<file path="src/rtl/traffic_phase_ctrl_if.sv">
`default_nettype none
// ----------------------------------------------------------------------------
// traffic_phase_ctrl_if : control/config inputs and light/display outputs
// Revision: 1.0
// ----------------------------------------------------------------------------
interface traffic_phase_ctrl_if;
  logic       en;
  logic       cfg_we;
  logic [1:0] cfg_sel;
  logic [3:0] cfg_val;
  logic       ped_req;
  logic [2:0] ns_light;
  logic [2:0] ew_light;
  logic [2:0] phase;
  logic [3:0] sec_left;
  logic       tick;
  logic       ped_wait;

  modport master (
    output en, cfg_we, cfg_sel, cfg_val, ped_req,
    input  ns_light, ew_light, phase, sec_left, tick, ped_wait
  );

  modport slave (
    input  en, cfg_we, cfg_sel, cfg_val, ped_req,
    output ns_light, ew_light, phase, sec_left, tick, ped_wait
  );
endinterface
`default_nettype wire

</file>
<file path="src/rtl/traffic_phase_ctrl.sv">
`default_nettype none
// ----------------------------------------------------------------------------
// traffic_phase_ctrl : two-road light sequencer with per-second countdown,
//                      programmable phase durations and pedestrian shortcut
// Revision: 1.0
// ----------------------------------------------------------------------------
module traffic_phase_ctrl #(
  parameter int TICK_DIV = 25_000_000,
  parameter int DEF_G_NS = 8,
  parameter int DEF_G_EW = 6,
  parameter int DEF_Y    = 2,
  parameter int DEF_R    = 1
) (
  input  logic                 clk,
  input  logic                 rst,
  traffic_phase_ctrl_if.slave  bus
);

  localparam int             CW       = (TICK_DIV > 1) ? $clog2(TICK_DIV) : 1;
  localparam logic [CW-1:0]  PRES_MAX = CW'(TICK_DIV - 1);
  localparam logic [3:0]     G_NS_RST = 4'(DEF_G_NS);
  localparam logic [3:0]     G_EW_RST = 4'(DEF_G_EW);
  localparam logic [3:0]     Y_RST    = 4'(DEF_Y);
  localparam logic [3:0]     R_RST    = 4'(DEF_R);

  typedef enum logic [2:0] {
    NS_G  = 3'd0,
    NS_Y  = 3'd1,
    RED_A = 3'd2,
    EW_G  = 3'd3,
    EW_Y  = 3'd4,
    RED_B = 3'd5
  } phase_t;

  phase_t          state;
  logic [3:0]      sec_cnt;
  logic [CW-1:0]   pres_cnt;
  logic [3:0]      g_ns_dur;
  logic [3:0]      g_ew_dur;
  logic [3:0]      y_dur;
  logic [3:0]      r_dur;
  logic            ped_pending;

  logic            tick_now;
  logic            state_legal;
  logic            phase_end;
  logic            enter_ew;
  phase_t          next_state;
  logic [3:0]      raw_dur;
  logic [3:0]      load_val;
  logic [3:0]      r_load;

  assign tick_now    = rst & bus.en & (pres_cnt == PRES_MAX);
  assign state_legal = (state <= RED_B);
  // sec_cnt==0 cannot occur in normal operation; treating it as "last second" keeps it out of the wrap
  assign phase_end   = (sec_cnt <= 4'd1);
  assign enter_ew    = tick_now & state_legal & phase_end & (state == RED_A);
  assign r_load      = (r_dur == 4'd0) ? 4'd1 : r_dur;

  always_comb begin
    next_state = NS_G;
    case (state)
      NS_G:    next_state = NS_Y;
      NS_Y:    next_state = RED_A;
      RED_A:   next_state = EW_G;
      EW_G:    next_state = EW_Y;
      EW_Y:    next_state = RED_B;
      default: next_state = NS_G;
    endcase
  end

  // The load uses the registers as they stand before this edge, so a same-edge write is not seen
  always_comb begin
    raw_dur = r_dur;
    case (next_state)
      NS_G:       raw_dur = g_ns_dur;
      EW_G:       raw_dur = g_ew_dur;
      NS_Y, EW_Y: raw_dur = y_dur;
      default:    raw_dur = r_dur;
    endcase
    load_val = (raw_dur == 4'd0) ? 4'd1 : raw_dur;
  end

  always_ff @(posedge clk) begin
    if (!rst) begin
      state       <= RED_B;
      sec_cnt     <= R_RST;
      pres_cnt    <= '0;
      g_ns_dur    <= G_NS_RST;
      g_ew_dur    <= G_EW_RST;
      y_dur       <= Y_RST;
      r_dur       <= R_RST;
      ped_pending <= 1'b0;
    end else begin
      if (bus.en) begin
        pres_cnt <= (pres_cnt == PRES_MAX) ? '0 : pres_cnt + 1'b1;
      end

      if (bus.cfg_we) begin
        case (bus.cfg_sel)
          2'd0:    g_ns_dur <= bus.cfg_val;
          2'd1:    g_ew_dur <= bus.cfg_val;
          2'd2:    y_dur    <= bus.cfg_val;
          default: r_dur    <= bus.cfg_val;
        endcase
      end

      if (!state_legal) begin
        state   <= RED_B;
        sec_cnt <= r_load;
      end else if (tick_now) begin
        if (phase_end) begin
          state   <= next_state;
          sec_cnt <= load_val;
        end else if ((state == NS_G) && ped_pending && (sec_cnt > 4'd2)) begin
          sec_cnt <= 4'd2;
        end else begin
          sec_cnt <= sec_cnt - 4'd1;
        end
      end

      if (bus.ped_req) begin
        ped_pending <= 1'b1;
      end else if (enter_ew) begin
        ped_pending <= 1'b0;
      end
    end
  end

  always_comb begin
    bus.ns_light = 3'b100;
    bus.ew_light = 3'b100;
    case (state)
      NS_G:    bus.ns_light = 3'b001;
      NS_Y:    bus.ns_light = 3'b010;
      EW_G:    bus.ew_light = 3'b001;
      EW_Y:    bus.ew_light = 3'b010;
      default: ;
    endcase
  end

  assign bus.phase    = state;
  assign bus.sec_left = sec_cnt;
  assign bus.tick     = tick_now;
  assign bus.ped_wait = ped_pending;

endmodule
`default_nettype wire

</file>
<file path="src/flat_wrapper.sv">
// flat-port wrapper written by rule: the top's interface ports become plain ports
module traffic_phase_ctrl_flat 
#(
  parameter int TICK_DIV = 25_000_000,
  parameter int DEF_G_NS = 8,
  parameter int DEF_G_EW = 6,
  parameter int DEF_Y    = 2,
  parameter int DEF_R    = 1
)
  (clk, rst, bus_en, bus_cfg_we, bus_cfg_sel, bus_cfg_val, bus_ped_req, bus_ns_light, bus_ew_light, bus_phase, bus_sec_left, bus_tick, bus_ped_wait);
  traffic_phase_ctrl_if bus_i ();
  input  logic clk;
  input  logic rst;
  input wire logic [$bits(bus_i.en)-1:0] bus_en;
  input wire logic [$bits(bus_i.cfg_we)-1:0] bus_cfg_we;
  input wire logic [$bits(bus_i.cfg_sel)-1:0] bus_cfg_sel;
  input wire logic [$bits(bus_i.cfg_val)-1:0] bus_cfg_val;
  input wire logic [$bits(bus_i.ped_req)-1:0] bus_ped_req;
  output wire logic [$bits(bus_i.ns_light)-1:0] bus_ns_light;
  output wire logic [$bits(bus_i.ew_light)-1:0] bus_ew_light;
  output wire logic [$bits(bus_i.phase)-1:0] bus_phase;
  output wire logic [$bits(bus_i.sec_left)-1:0] bus_sec_left;
  output wire logic [$bits(bus_i.tick)-1:0] bus_tick;
  output wire logic [$bits(bus_i.ped_wait)-1:0] bus_ped_wait;
  assign bus_i.en = bus_en;
  assign bus_i.cfg_we = bus_cfg_we;
  assign bus_i.cfg_sel = bus_cfg_sel;
  assign bus_i.cfg_val = bus_cfg_val;
  assign bus_i.ped_req = bus_ped_req;
  assign bus_ns_light = bus_i.ns_light;
  assign bus_ew_light = bus_i.ew_light;
  assign bus_phase = bus_i.phase;
  assign bus_sec_left = bus_i.sec_left;
  assign bus_tick = bus_i.tick;
  assign bus_ped_wait = bus_i.ped_wait;
  traffic_phase_ctrl #(.TICK_DIV(TICK_DIV), .DEF_G_NS(DEF_G_NS), .DEF_G_EW(DEF_G_EW), .DEF_Y(DEF_Y), .DEF_R(DEF_R)) u_core (.clk(clk), .rst(rst), .bus(bus_i));
endmodule
</file>
<file path="config.mk">
export PLATFORM = sky130hd
export DESIGN_NAME = traffic_phase_ctrl_flat
export DESIGN_NICKNAME = d
export VERILOG_FILES = /design/src/rtl/traffic_phase_ctrl_if.sv /design/src/rtl/traffic_phase_ctrl.sv /design/src/flat_wrapper.sv
export SDC_FILE = /design/constraint.sdc
export NUM_CORES = 1
export LEC_CHECK = 0
export ABC_CLOCK_PERIOD_IN_PS = 2500
export BUFFER_PORTS_ARGS = -buffer_cell sky130_fd_sc_hd__buf_2
export CAP_MARGIN = 0
export CORE_MARGIN = 2
export CORE_UTILIZATION = 50
export CTS_CLUSTER_SIZE = 40
export DETAILED_ROUTE_END_ITERATION = 16
export HOLD_SLACK_MARGIN = 0.03
export PLACE_DENSITY = 0.69
export SYNTH_ARGS = -nofsm -noshare
export SYNTH_HDL_FRONTEND = slang
export SYNTH_SLANG_ARGS = --single-unit
</file>
<file path="constraint.sdc">
create_clock -name clk -period 2.5 [get_ports clk]
set_input_delay 0 -clock clk [delete_from_list [all_inputs] [get_ports clk]]
set_output_delay 0 -clock clk [all_outputs]
set_load 0.02 [all_outputs]
</file>
After elaboration in Yosys (flattened, before gate mapping)
Cells that the tools add are included.
{"block": "classes", "muxes": 13, "addsub": 2, "n_lt_le_gt_ge": 3, "n_eq_ne": 11, "bitwise_logic": 6, "n_reduce_logical": 16}
{"op": "adder 25 x 1 -> 25 bit (second input constant)", "count": 1}
{"op": "equality test 25 bit (second input constant)", "count": 1}
{"op": "two-way mux 25 bit", "count": 1}
{"op": "two-way mux 4 bit", "count": 6}
{"op": "case mux 3 bit (5 select lines)", "count": 1}
{"op": "case mux 3 bit (2 select lines)", "count": 2}
{"op": "case mux 4 bit (3 select lines)", "count": 1}
{"op": "AND reduction 2 bit", "count": 6}
{"op": "equality test 3 x 2 -> 1 bit (second input constant)", "count": 3}
{"op": "zero test 4 bit", "count": 2}
{"op": "equality test 3 x 1 -> 1 bit (second input constant)", "count": 2}
{"op": "equality test 3 bit (second input constant)", "count": 2}
{"op": "zero test 3 bit", "count": 2}
{"op": "bitwise AND 1 bit", "count": 5}
{"op": "greater-than comparator 4 x 2 -> 1 bit (second input constant)", "count": 1}
{"op": "less-or-equal comparator 4 x 1 -> 1 bit (second input constant)", "count": 1}
{"op": "subtractor 4 x 1 -> 4 bit (second input constant)", "count": 1}
{"op": "less-or-equal comparator 3 bit (second input constant)", "count": 1}
{"op": "OR reduction 3 bit", "count": 1}
{"op": "equality test 2 x 1 -> 1 bit (second input constant)", "count": 1}
{"op": "equality test 2 bit (second input constant)", "count": 1}
{"op": "logical AND 1 bit", "count": 2}
{"op": "zero test 2 bit", "count": 1}
{"op": "two-way mux 1 bit", "count": 2}
{"op": "4 further kinds", "count": 4}
{"block": "totals", "wordCells": 59, "ff_bits": 49, "inputBits": 11}

Logic depth before layout (Yosys ltp)
Gate-level depths: netlist of run 1.
{"block": "logic_depth", "depth_word": 10, "ltp_mapped": 9}

Worst setup path after synthesis of run 1
OpenSTA, ideal clock, no wires.
{"block": "synth_path", "kind": "register to register", "start": "reg u_core.sec_cnt[0], in the netlist u_core.bus.sec_left[0]", "end": "reg u_core.sec_cnt[1], in the netlist u_core.bus.sec_left[1]", "synth_period_minus_slack_ps": 1990, "arrival_time_ps": 1916, "setup_ps": 74, "stages_incl_launch_ff": 8, "slack_ps": 510, "path_buffers": 0, "cell_sequence": "dfxtp_1 > inv_1 > ha_1 > nand2b_1 > a2111oi_2 > nor2_1 > a211o_1 > a31oi_1"}
{"block": "synth_between", "elab_chain_len": 6}
{"element": "start: declaration", "line_no": "traffic_phase_ctrl.sv:36", "source": "logic [3:0] sec_cnt;"}
{"element": "start signal: assignment", "line_no": "traffic_phase_ctrl.sv:110", "source": "sec_cnt <= r_load;"}
{"element": "start signal: assignment", "line_no": "traffic_phase_ctrl.sv:114", "source": "sec_cnt <= load_val;"}
{"element": "start signal: assignment", "line_no": "traffic_phase_ctrl.sv:118", "source": "sec_cnt <= sec_cnt - 4'd1;"}
{"element": "greater-than comparator 4 x 2 -> 1 bit", "line_no": "traffic_phase_ctrl.sv:115", "source": "end else if ((state == NS_G) && ped_pending && (sec_cnt > 4'd2)) begin"}
{"element": "logical AND 1 bit", "line_no": "traffic_phase_ctrl.sv:115"}
{"element": "two-way mux 4 bit", "line_no": "traffic_phase_ctrl.sv:115"}
{"element": "two-way mux 4 bit (*)", "line_no": "traffic_phase_ctrl.sv:112", "source": "if (phase_end) begin"}
{"element": "two-way mux 4 bit (*)", "line_no": "traffic_phase_ctrl.sv:111", "source": "end else if (tick_now) begin"}
{"element": "two-way mux 4 bit (*)", "line_no": "traffic_phase_ctrl.sv:108", "source": "if (!state_legal) begin"}
Every way passes the cells marked *; elsewhere a longest branch is shown, timed or not. The select of a mux whose other input is x is not followed.
A chain may end at the register's enable or synchronous reset.

Worst setup path after layout of run 1
Ends and elaborated chain as after synthesis.

==> results.cfg, run 1 <==
[outcome]
outcome = complete, no violations

[logic_synthesis]
synth_compound_area_frac = 0.101
synth-seq-cells = 49
synth_cell_types = 48
synthAdderAreaFrac = 0.0192
synth_xor_area_frac = 0.0941
syn_area_per_cell_sq_um = 8.40
muxShareOfSynthArea = 0.0807
ys.flop_type = dfxtp_1
synth_top_family_by_area = simple AND/OR/NAND/NOR gates
synth_edf_count = 0
netlist_instances = 310
synth_area_sq_um = 2600
synth_nets = 325
synthSimpleGateAreaFrac = 0.284
synthArstFlopShare = 0
yosysWarnings = 0
ys_seq_area_frac = 0.377

[global_routing]
antenna_found_initial = 0
grt_pass1_wl_um = 10400
grt_usage = 0.218
grt_max_degree = 26
overflow = 0
grt_pass1_vias = 2197

[setup_path]
endpoint_kind = register
critical_path_class = reg -> reg
worstSetupStartpointType = register
crit_required_ns = 2.74
crit_arrival_ns = 2.33
cp_max_fo = 5

[cells_and_area]
num_antenna_cells = 0
syn_to_final_growth_pct = 15.1
final_cell_area_sq_um = 3000
finalNetCount = 360
multiInputGateArea_sq_um = 1510
fillCellCount = 496
seqCellArea_sq_um = 981
drive_gt1_frac = 0.147

[floorplan]
die_h_um = 76.2
core-area_sq_um = 5070
die_w_um = 76.2
num_rows = 26
die_area_sq_um = 5800
pin_count = 26
start_util = 0.513

[routing]
wl_um = 5780
antenna_left = 0
drt_pass1_iterations = 4
wl_per_cell_um = 13.9
drc_errors = 0
drtIter0Drc = 133
num_vias = 2276
via_per_inst = 5.47

[clock_tree]
clk_latency_ns = 0.31
h-tree-depth = 2
cts_root_buf = clkbuf_8
post_cts_buffers = 0
cts_tree = built
cts.sinks = 49
post_cts_resized = 0
cts.path.max_buffers = 2
hold_buffers = 10
path_clk_slew_ns = 0.09
cts_buffers = 5

[placement]
placed_area_sq_um = 2810
dpl.hpwl_um = 4060
numPortBuffers = 25
gp_congestion = 0.818

[power_and_ir_drop]
vdd_drop_max_mv = 0.321
p_per_area_nw_per_um2 = 453
power.leakage_nw = 1.18

[timing]
setup_viol = 0
relSlewSlack = 0.443
hold_viol = 0
finalCriticalPeriod_ns = 2.08
hold_ws_ns = 0.172
fmax_mhz = 480
worst_pin_slew_ns = 0.834
finClkSkew_ns = 0.00805
rsz0062_at_grt = no
fin_crit_sh = 0.833
slew_violations = 0
fin_setup_tns_ns = 0

[flow_run]
cap_violations = 0

[worst_hold_path]
worstHoldPathType = in -> reg
-- area by class of cell --
type	instances	area share
inverters	13	0.0163
flip-flops and latches	49	0.327
clock buffers	5	0.0229
clock inverters	3	0.00584
repair buffers	43	0.0951
well taps	70	0.0292
multi-input cells	233	0.504
-- logic make-up (layout without fill, tap and decap cells) --
logic type	Yosys count	after routing
AOI/OAI and AO/OA	37	37
xor gates and xnor gates	28	28
adders and majority gates	4	4
buffers and inverters	28	64
DFF	49	49
muxes	21	21
and+or+nand+nor	143	143
-- critical path, stage by stage, from the launching register on --
cell	delay [ns]
dfxtp_1	0.40
inv_1	0.10
ha_1	0.19
nand2b_1	0.14
a2111oi_2	0.63
nor2_1	0.08
a211o_1	0.31
a31oi_1	0.16
-- where the power goes --
part	total (mW)	leakage, nW	internal (mW)	switching (mW)
logic	0.0848	0.744	0.0410	0.0438
registers	0.805	0.397	0.793	0.0118
clock network	0.470	0.0439	0.194	0.276
total	1.36	1.18	1.03	0.332
-- per-stage QoR --
| step | instances | setup WS, ns | utilization | power (mW) |
|---|---|---|---|---|
| finish | 416 | 0.417 | 0.591 | 1.36 |
| global route | 416 | 0.268 | 0.591 | 1.42 |
| CTS | 416 | 0.429 | 0.591 | 1.37 |
| detailed placement | 398 | 0.449 | 0.554 | 0.898 |
| global placement | 398 | 0.467 | 0.554 | 0.895 |
| floorplan | 310 | 0.510 | - | 0.870 |
-- path summary, 6_finish.rpt --
path	startpoint	endpoint	slack [ns]	depth (start not counted)
setup / recovery	u_core.bus.sec_left[0]$_SDFFE_PN1P_	u_core.bus.sec_left[1]$_SDFFE_PN0P_	0.42	7
hold / removal	bus_cfg_sel[1]	u_core.g_ns_dur[1]$_SDFFE_PN0P_	0.17	4
setup reg to reg	u_core.bus.sec_left[0]$_SDFFE_PN1P_	u_core.bus.sec_left[1]$_SDFFE_PN0P_	0.42	7
hold reg to reg	u_core.g_ew_dur[0]$_SDFFE_PN0P_	u_core.g_ew_dur[0]$_SDFFE_PN0P_	0.53	2
-- state kept, by name, summed over array words and instances (netlist names) --
register and cells:
u_core.pres_cnt 25, u_core.g_ew_dur 4, u_core.bus.phase 3, u_core.bus.sec_left 4, u_core.r_dur 4, u_core.g_ns_dur 4, u_core.bus.ped_wait 1, u_core.y_dur 4
-- cell usage in the layout (no fill, tap or decap), types with 3 or more instances in the layout --
cell and instances:
mux2i_1 21, nand4_1 7, a31oi_1 5, nand3_1 12, dfxtp_1 49, nor4_1 6, a21oi_1 4, nand2b_1 3
dlygate4sd3_1 10, xnor2_1 21, nor2_1 51, nand3b_1 4, nor3_1 11, and3_1 5, and4_1 4, ha_1 4
buf_2 25, nand2_1 25, xor2_1 7, clkbuf_8 5, nor3b_1 3, inv_1 12, o311ai_0 3, buf_4 8
o21ai_0 8
-- synth_stat cells, types with 5 or more instances --
cell type  instances  share of area
and3_1             5          0.012
dfxtp_1           49           0.38
nand3_1           12          0.023
clkbuf_1          10          0.014
nor4_1             6          0.014
xor2_1             7          0.024
nand2_1           25          0.036
mux2i_1           21          0.081
nand4_1            7          0.017
a31oi_1            5          0.012
inv_1             12          0.017
xnor2_1           21          0.071
nor3_1            11          0.021
o21ai_0            8          0.015
nor2_1            51          0.073
-- metal layers --
layer	part of all wire	vias to the layer above	track usage
li1	-	1167	-
met1	0.47	1046	0.289
met2	0.48	56	0.354
met3	0.045	7	0.0427
met4	0.011	0	0.0818
met5	0	-	0
No activity file was read; power rests on OpenSTA's default activity.
==> run 2: changes to the inputs <==
--- a/config.mk
+++ b/config.mk
@@ -5,7 +5,8 @@
 export SDC_FILE = /design/constraint.sdc
 export NUM_CORES = 1
 export LEC_CHECK = 0
-export ABC_CLOCK_PERIOD_IN_PS = 2500
+export ABC_AREA = 1
+export ABC_CLOCK_PERIOD_IN_PS = 2029
 export BUFFER_PORTS_ARGS = -buffer_cell sky130_fd_sc_hd__buf_2
 export CAP_MARGIN = 0
 export CORE_MARGIN = 2
==> constraint.sdc (replaced) <==
create_clock -name clk -period 2.03 [get_ports clk]
set_input_delay 0 -clock clk [delete_from_list [all_inputs] [get_ports clk]]
set_output_delay 0 -clock clk [all_outputs]
set_load 0.02 [all_outputs]
==> run 2 against run 1 <==
  * Combinational power grew 31%
  * Hold slack got worse by 0.13 ns
  * Non-clock buffer count is 9 lower
  * Final cell count grew 28%
  * Highest routed layer unchanged
  * Critical path depth is 1 higher
==> results.cfg, run 2 <==
[timing]
setup_slack_ns = 0.225
setup_viol = 0
fmax_mhz = 554
hold_ws_ns = 0.0441
fin_setup_tns_ns = 0
rsz0062_at_grt = no
fin_crit_sh = 0.889
slew_violations = 0
hold_viol = 0
finClkSkew_ns = 0.00576
relSlewSlack = 0.678
finalCriticalPeriod_ns = 1.81
worst_pin_slew_ns = 0.479

[logic_synthesis]
synth_most_common_cell = nand2_1
ys.flop_type = dfxtp_1
synthTopCellsByArea = dfxtp_1, nand2_1, nor2_1, inv_1, nand3_1
ys_seq_area_frac = 0.362
synth_nets = 441
netlist.top_cell.by_area = dfxtp_1
netlist_instances = 426
synth-seq-cells = 49
ys_top_cells_by_count = nand2_1, nor2_1, inv_1, dfxtp_1, nand3_1
synth_area_sq_um = 2710
synth_edf_count = 0
synth_cell_types = 30
synth_top_area_share = 0.362
syn_area_per_cell_sq_um = 6.36
yosysWarnings = 0
synthArstFlopShare = 0

[worst_hold_path]
min-delay-start = rst
hold-path-endpoint = u_core.pres_cnt[10]$_SDFFE_PN0P_
hold_depth = 3
worstHoldPathType = in -> reg

[cells_and_area]
final_common_cell = nand2_1
fin_cells = 534
syn_to_final_growth_pct = 14.5
drive_gt1_frac = 0.114
fin_util = 0.600
num_antenna_cells = 0
final_cell_area_sq_um = 3100
largest_reg_flops = 25
finalNetCount = 478
top_register = u_core.pres_cnt
final_cell_mix = nand2_1, nor2_1, inv_1, dfxtp_1, nand3_1

[power_and_ir_drop]
power.leakage_nw = 1.37
total_power_mw = 1.84
p_per_area_nw_per_um2 = 594
vdd_drop_max_mv = 0.395

[global_routing]
grt_pass1_vias = 2537
grt_usage = 0.230
antenna_found_initial = 0
grt_pass1_wl_um = 11200
overflow = 0
grt_max_degree = 21

[setup_path]
critical_path_class = reg -> out
endpoint_kind = output port
worstSetupStartpointType = register
worst-r2r-setup-slack_ns = 0.29
worst_r2r_path_depth = 7
r2r-end = u_core.bus.phase[0]$_SDFFE_PN1P_
crit_required_ns = 2.03
r2r_start = u_core.bus.sec_left[0]$_SDFFE_PN1P_
cp_max_fo = 5
crit_arrival_ns = 1.81

[floorplan]
start_util = 0.524
core-area_sq_um = 5170
pin_count = 26
die_h_um = 77.6
num_rows = 26
die_w_um = 77.6
die_area_sq_um = 6020

[routing]
drtIter0Drc = 232
num_vias = 2724
antenna_left = 0
wl_per_cell_um = 12.3
wl_um = 6580
drc_errors = 0
via_per_inst = 5.10
drt_pass1_iterations = 5

[flow_run]
cap_violations = 0

[clock_tree]
cts_root_buf = clkbuf_8
clk_latency_ns = 0.30
cts.path.max_buffers = 2
cts_buffers = 5
cts_tree = built
path_clk_slew_ns = 0.09
cts.sinks = 49
h-tree-depth = 2

[placement]
gp_congestion = 0.888
dpl.hpwl_um = 4940
placed_area_sq_um = 2930
pre_cts_ws_ns = 0.168
numPortBuffers = 25
placed_cells = 521

[outcome]
outcome = complete, no violations
==> run 2: cell types whose count changed after synthesis, sizes merged, moves of 4 or more <==
cell	change
nor2	+34
o21ai	+14
and3	-5
and4	-4
xnor2	-20
clkbuf	-8
nand2	+79
inv	+44
mux2i	-21
nand3	+22
nor4	-7
a21oi	+12
nor3	+10
==> run 2: critical path: stages, from the launching register on <==
cell and delay, ns:
dfxtp_1 0.39, ha_1 0.19, nand3_1 0.10, nor2_1 0.19
nand3_1 0.11, nor2_1 0.19, nand2_1 0.13, inv_1 0.06
buf_2 0.15
==> run 2: final cells by class <==
class,instances,area [sq um]
fillers,510,2070
multi-input cells,316,1500
flip-flops and latches,49,981
inverters,57,214
repair buffers,34,205
well taps,70,87.6
clock buffers,6,82.6
clock inverters,2,37.5
==> run 2: repair_timing <==
item / CTS / global route
endpoints found under the hold margin: 17 / 0
gates resized for setup: 0 / 1
hold buffers: 5 / 0
setup buffers: 0 / 0
endpoints found under the setup margin: 0 / 1
==> run 2: routing by layer <==
metal | track usage | routed length (um)
met5 | 0 | 0
met4 | 0.0982 | 108
met3 | 0.0349 | 213
met2 | 0.399 | 3220
met1 | 0.281 | 3040
==> run 2: cells by family (layout without fill, tap and decap cells) <==
kind of cell | Yosys count | in the layout | share of synthesized area
and+or+nand+nor | 260 | 260 | 0.421
adders and majority gates | 4 | 4 | 0.0185
buffers and inverters | 61 | 99 | 0.0873
DFF | 49 | 49 | 0.362
xor gates and xnor gates | 7 | 7 | 0.0226
AOI/OAI and AO/OA | 45 | 45 | 0.0891
==> run 2: power by group <==
group / switching, mW / internal (mW) / leakage [nW]
Sequential: 0.0166 / 0.982 / 0.398
Combinational: 0.0685 / 0.0420 / 0.915
Clock: 0.334 / 0.401 / 0.0574
==> run 2: worst max-delay path by stage <==
stage,slack (ns),endpoint,from
floorplan,0.40,u_core.bus.sec_left[2]$_SDFFE_PN0P_,u_core.bus.sec_left[0]$_SDFFE_PN1P_
global placement,0.26,u_core.pres_cnt[21]$_SDFFE_PN0P_,u_core.pres_cnt[0]$_SDFFE_PN0P_
detailed placement,0.17,u_core.pres_cnt[21]$_SDFFE_PN0P_,u_core.pres_cnt[0]$_SDFFE_PN0P_
CTS,0.16,u_core.pres_cnt[21]$_SDFFE_PN0P_,u_core.pres_cnt[0]$_SDFFE_PN0P_
global route,0.01,bus_tick,u_core.pres_cnt[0]$_SDFFE_PN0P_
finish,0.22,bus_tick,u_core.pres_cnt[0]$_SDFFE_PN0P_
==> run 3: changes to the inputs <==
--- a/config.mk
+++ b/config.mk
@@ -7,7 +7,7 @@
 export LEC_CHECK = 0
 export ABC_AREA = 1
 export ABC_CLOCK_PERIOD_IN_PS = 2029
-export BUFFER_PORTS_ARGS = -buffer_cell sky130_fd_sc_hd__buf_2
+export BUFFER_PORTS_ARGS = -buffer_cell sky130_fd_sc_hd__buf_4
 export CAP_MARGIN = 0
 export CORE_MARGIN = 2
 export CORE_UTILIZATION = 50
@@ -15,6 +15,7 @@
 export DETAILED_ROUTE_END_ITERATION = 16
 export HOLD_SLACK_MARGIN = 0.03
 export PLACE_DENSITY = 0.69
+export SETUP_SLACK_MARGIN = 0.15
 export SYNTH_ARGS = -nofsm -noshare
 export SYNTH_HDL_FRONTEND = slang
 export SYNTH_SLANG_ARGS = --single-unit
==> run 3 against run 2 <==
  * Hold slack worse by 0.0019 ns
  * Critical path type unchanged
  * Final cell count up 0.19%
  * Worst setup slack gained 0.085 ns
  * Highest routed layer unchanged
  * Core utilization up 2.1 points
  * Total power grew 5.4%
  * Count of clock-buffer cells in the layout is 1 lower
  * Sequential power about the same
  * Clock power grew 12%
  * Combinational power up 9%
  * Register-to-register slack gained 0.03 ns
  * Critical path depth stayed put
==> results.cfg, run 3 (synthesis results as in run 2) <==
[outcome]
outcome = complete, no violations

[timing]
slew_violations = 0
fmax_mhz = 581
finClkSkew_ns = 0.00837
finalCriticalPeriod_ns = 1.72
worst_pin_slew_ns = 0.514
hold_viol = 0
setup_viol = 0
rsz0062_at_grt = no
setup_slack_ns = 0.310
fin_setup_tns_ns = 0
fin_crit_sh = 0.847
relSlewSlack = 0.655

[routing]
num_vias = 2740
antenna_left = 0
wl_per_cell_um = 12.6
wl_um = 6730
via_per_inst = 5.12
top_layer = met4
drc_errors = 0
wl_met1_um = 3080
drtIter0Drc = 148
wl_met3_um = 239
dr_wl_met2_um = 3150
drt_pass1_iterations = 4

[global_routing]
grt_pass1_wl_um = 11300
grt_usage = 0.233
overflow = 0
grt_pass1_vias = 2542
antenna_found_initial = 0
grt_max_degree = 22

[cells_and_area]
top_register = u_core.pres_cnt
drive_gt1_frac = 0.125
fillCellCount = 493
multiInputGateArea_sq_um = 1510
num_antenna_cells = 0
final_common_cell = nand2_1
final_cell_mix = nand2_1, nor2_1, inv_1, dfxtp_1, nand3_1
seqCellArea_sq_um = 982
finalNetCount = 479
syn_to_final_growth_pct = 18.5
largest_reg_flops = 25

[flow_run]
cap_violations = 0

[clock_tree]
cts.path.max_buffers = 2
clk_latency_ns = 0.31
cts_buffers = 5
path_clk_slew_ns = 0.09
cts_tree = built
h-tree-depth = 2
cts_root_buf = clkbuf_8
post_cts_buffers = 0
cts.sinks = 49

[setup_path]
cp_max_fo = 4
worstSetupStartpointType = register
crit_required_ns = 2.03
critical_path_class = reg -> out
endpoint_kind = output port
crit_arrival_ns = 1.72

[placement]
dpl.hpwl_um = 5060
pre_cts_ws_ns = 0.223
gp_congestion = 0.909
numPortBuffers = 25

[floorplan]
pin_count = 26
core-area_sq_um = 5170
die_w_um = 77.6
num_rows = 26
start_util = 0.524
die_area_sq_um = 6020
die_h_um = 77.6

[power_and_ir_drop]
p_per_area_nw_per_um2 = 605
vdd_drop_max_mv = 0.363
power.leakage_nw = 1.40

[worst_hold_path]
worstHoldPathType = in -> reg
==> run 3: changes by cell type in the layout (fill, tap and decap cells not counted), sizes merged <==
cell,delta
dlygate4sd3,+3
buf,-2
bufinv,+1
clkbuf,-1
==> run 3: timing repair <==
item | 4_1_cts | 5_1_grt
endpoints found under the setup margin | 0 | 16
endpoints found under the hold margin | 17 | 0
hold buffers | 8 | 0
resized for setup | 0 | 8
==> run 3: area by class of cell <==
| cell class | count | share of cell area |
|---|---|---|
| Clock inverter | 3 | 0.0203 |
| Sequential cell | 49 | 0.306 |
| Inverter | 57 | 0.0678 |
| Multi-Input combinational cell | 316 | 0.469 |
| Clock buffer | 5 | 0.0214 |
| Tap cell | 70 | 0.0273 |
| Timing Repair Buffer | 35 | 0.0880 |
==> run 3: final timing paths <==
path / cells past startpoint / to / slack (ns) / from
setup / recovery: 8 / bus_tick / 0.31 / u_core.pres_cnt[1]$_SDFFE_PN0P_
hold / removal: 4 / u_core.g_ns_dur[3]$_SDFFE_PN1P_ / 0.04 / bus_cfg_sel[0]
setup reg to reg: 9 / u_core.bus.sec_left[2]$_SDFFE_PN0P_ / 0.32 / u_core.bus.sec_left[0]$_SDFFE_PN1P_
hold reg to reg: 2 / u_core.g_ew_dur[2]$_SDFFE_PN1P_ / 0.48 / u_core.g_ew_dur[2]$_SDFFE_PN1P_
==> run 3: report_power, final <==
group          total, mW  leakage, nW  internal [mW]  switching [mW]
Clock              0.824       0.0681          0.489           0.334
Sequential          1.00        0.398          0.982          0.0179
Combinational      0.121        0.929         0.0499          0.0707
Total               1.94         1.40           1.52           0.423
==> run 3: through the flow <==
step           instances  area, sq um  power (mW)  hold slack, ns  utilization
2_1_floorplan        426         2710        1.08           0.126            -
3_3_place_gp         519         2980        1.13           0.252        0.576
3_5_place_dp         519         2980        1.13           0.258        0.576
4_1_cts              535         3190        1.95          0.0440        0.617
5_1_grt              535         3210        2.02          0.0770        0.621
6_report             535         3210        1.94          0.0421        0.621
==> run 3: routing by layer <==
| layer | up-vias | track usage |
|---|---|---|
| met4 | 0 | 0.118 |
| li1 | 1442 | - |
| met5 | - | 0 |
| met3 | 26 | 0.0384 |
| met1 | 1205 | 0.285 |
| met2 | 67 | 0.391 |
==> run 3: critical path, stage by stage (launching register included) <==
cell     delay [ns]
dfxtp_1        0.38
ha_1           0.18
nand3_1        0.12
nor2_2         0.16
nand3_1        0.11
nor2_2         0.16
nand2_1        0.11
inv_1          0.07
buf_4          0.13
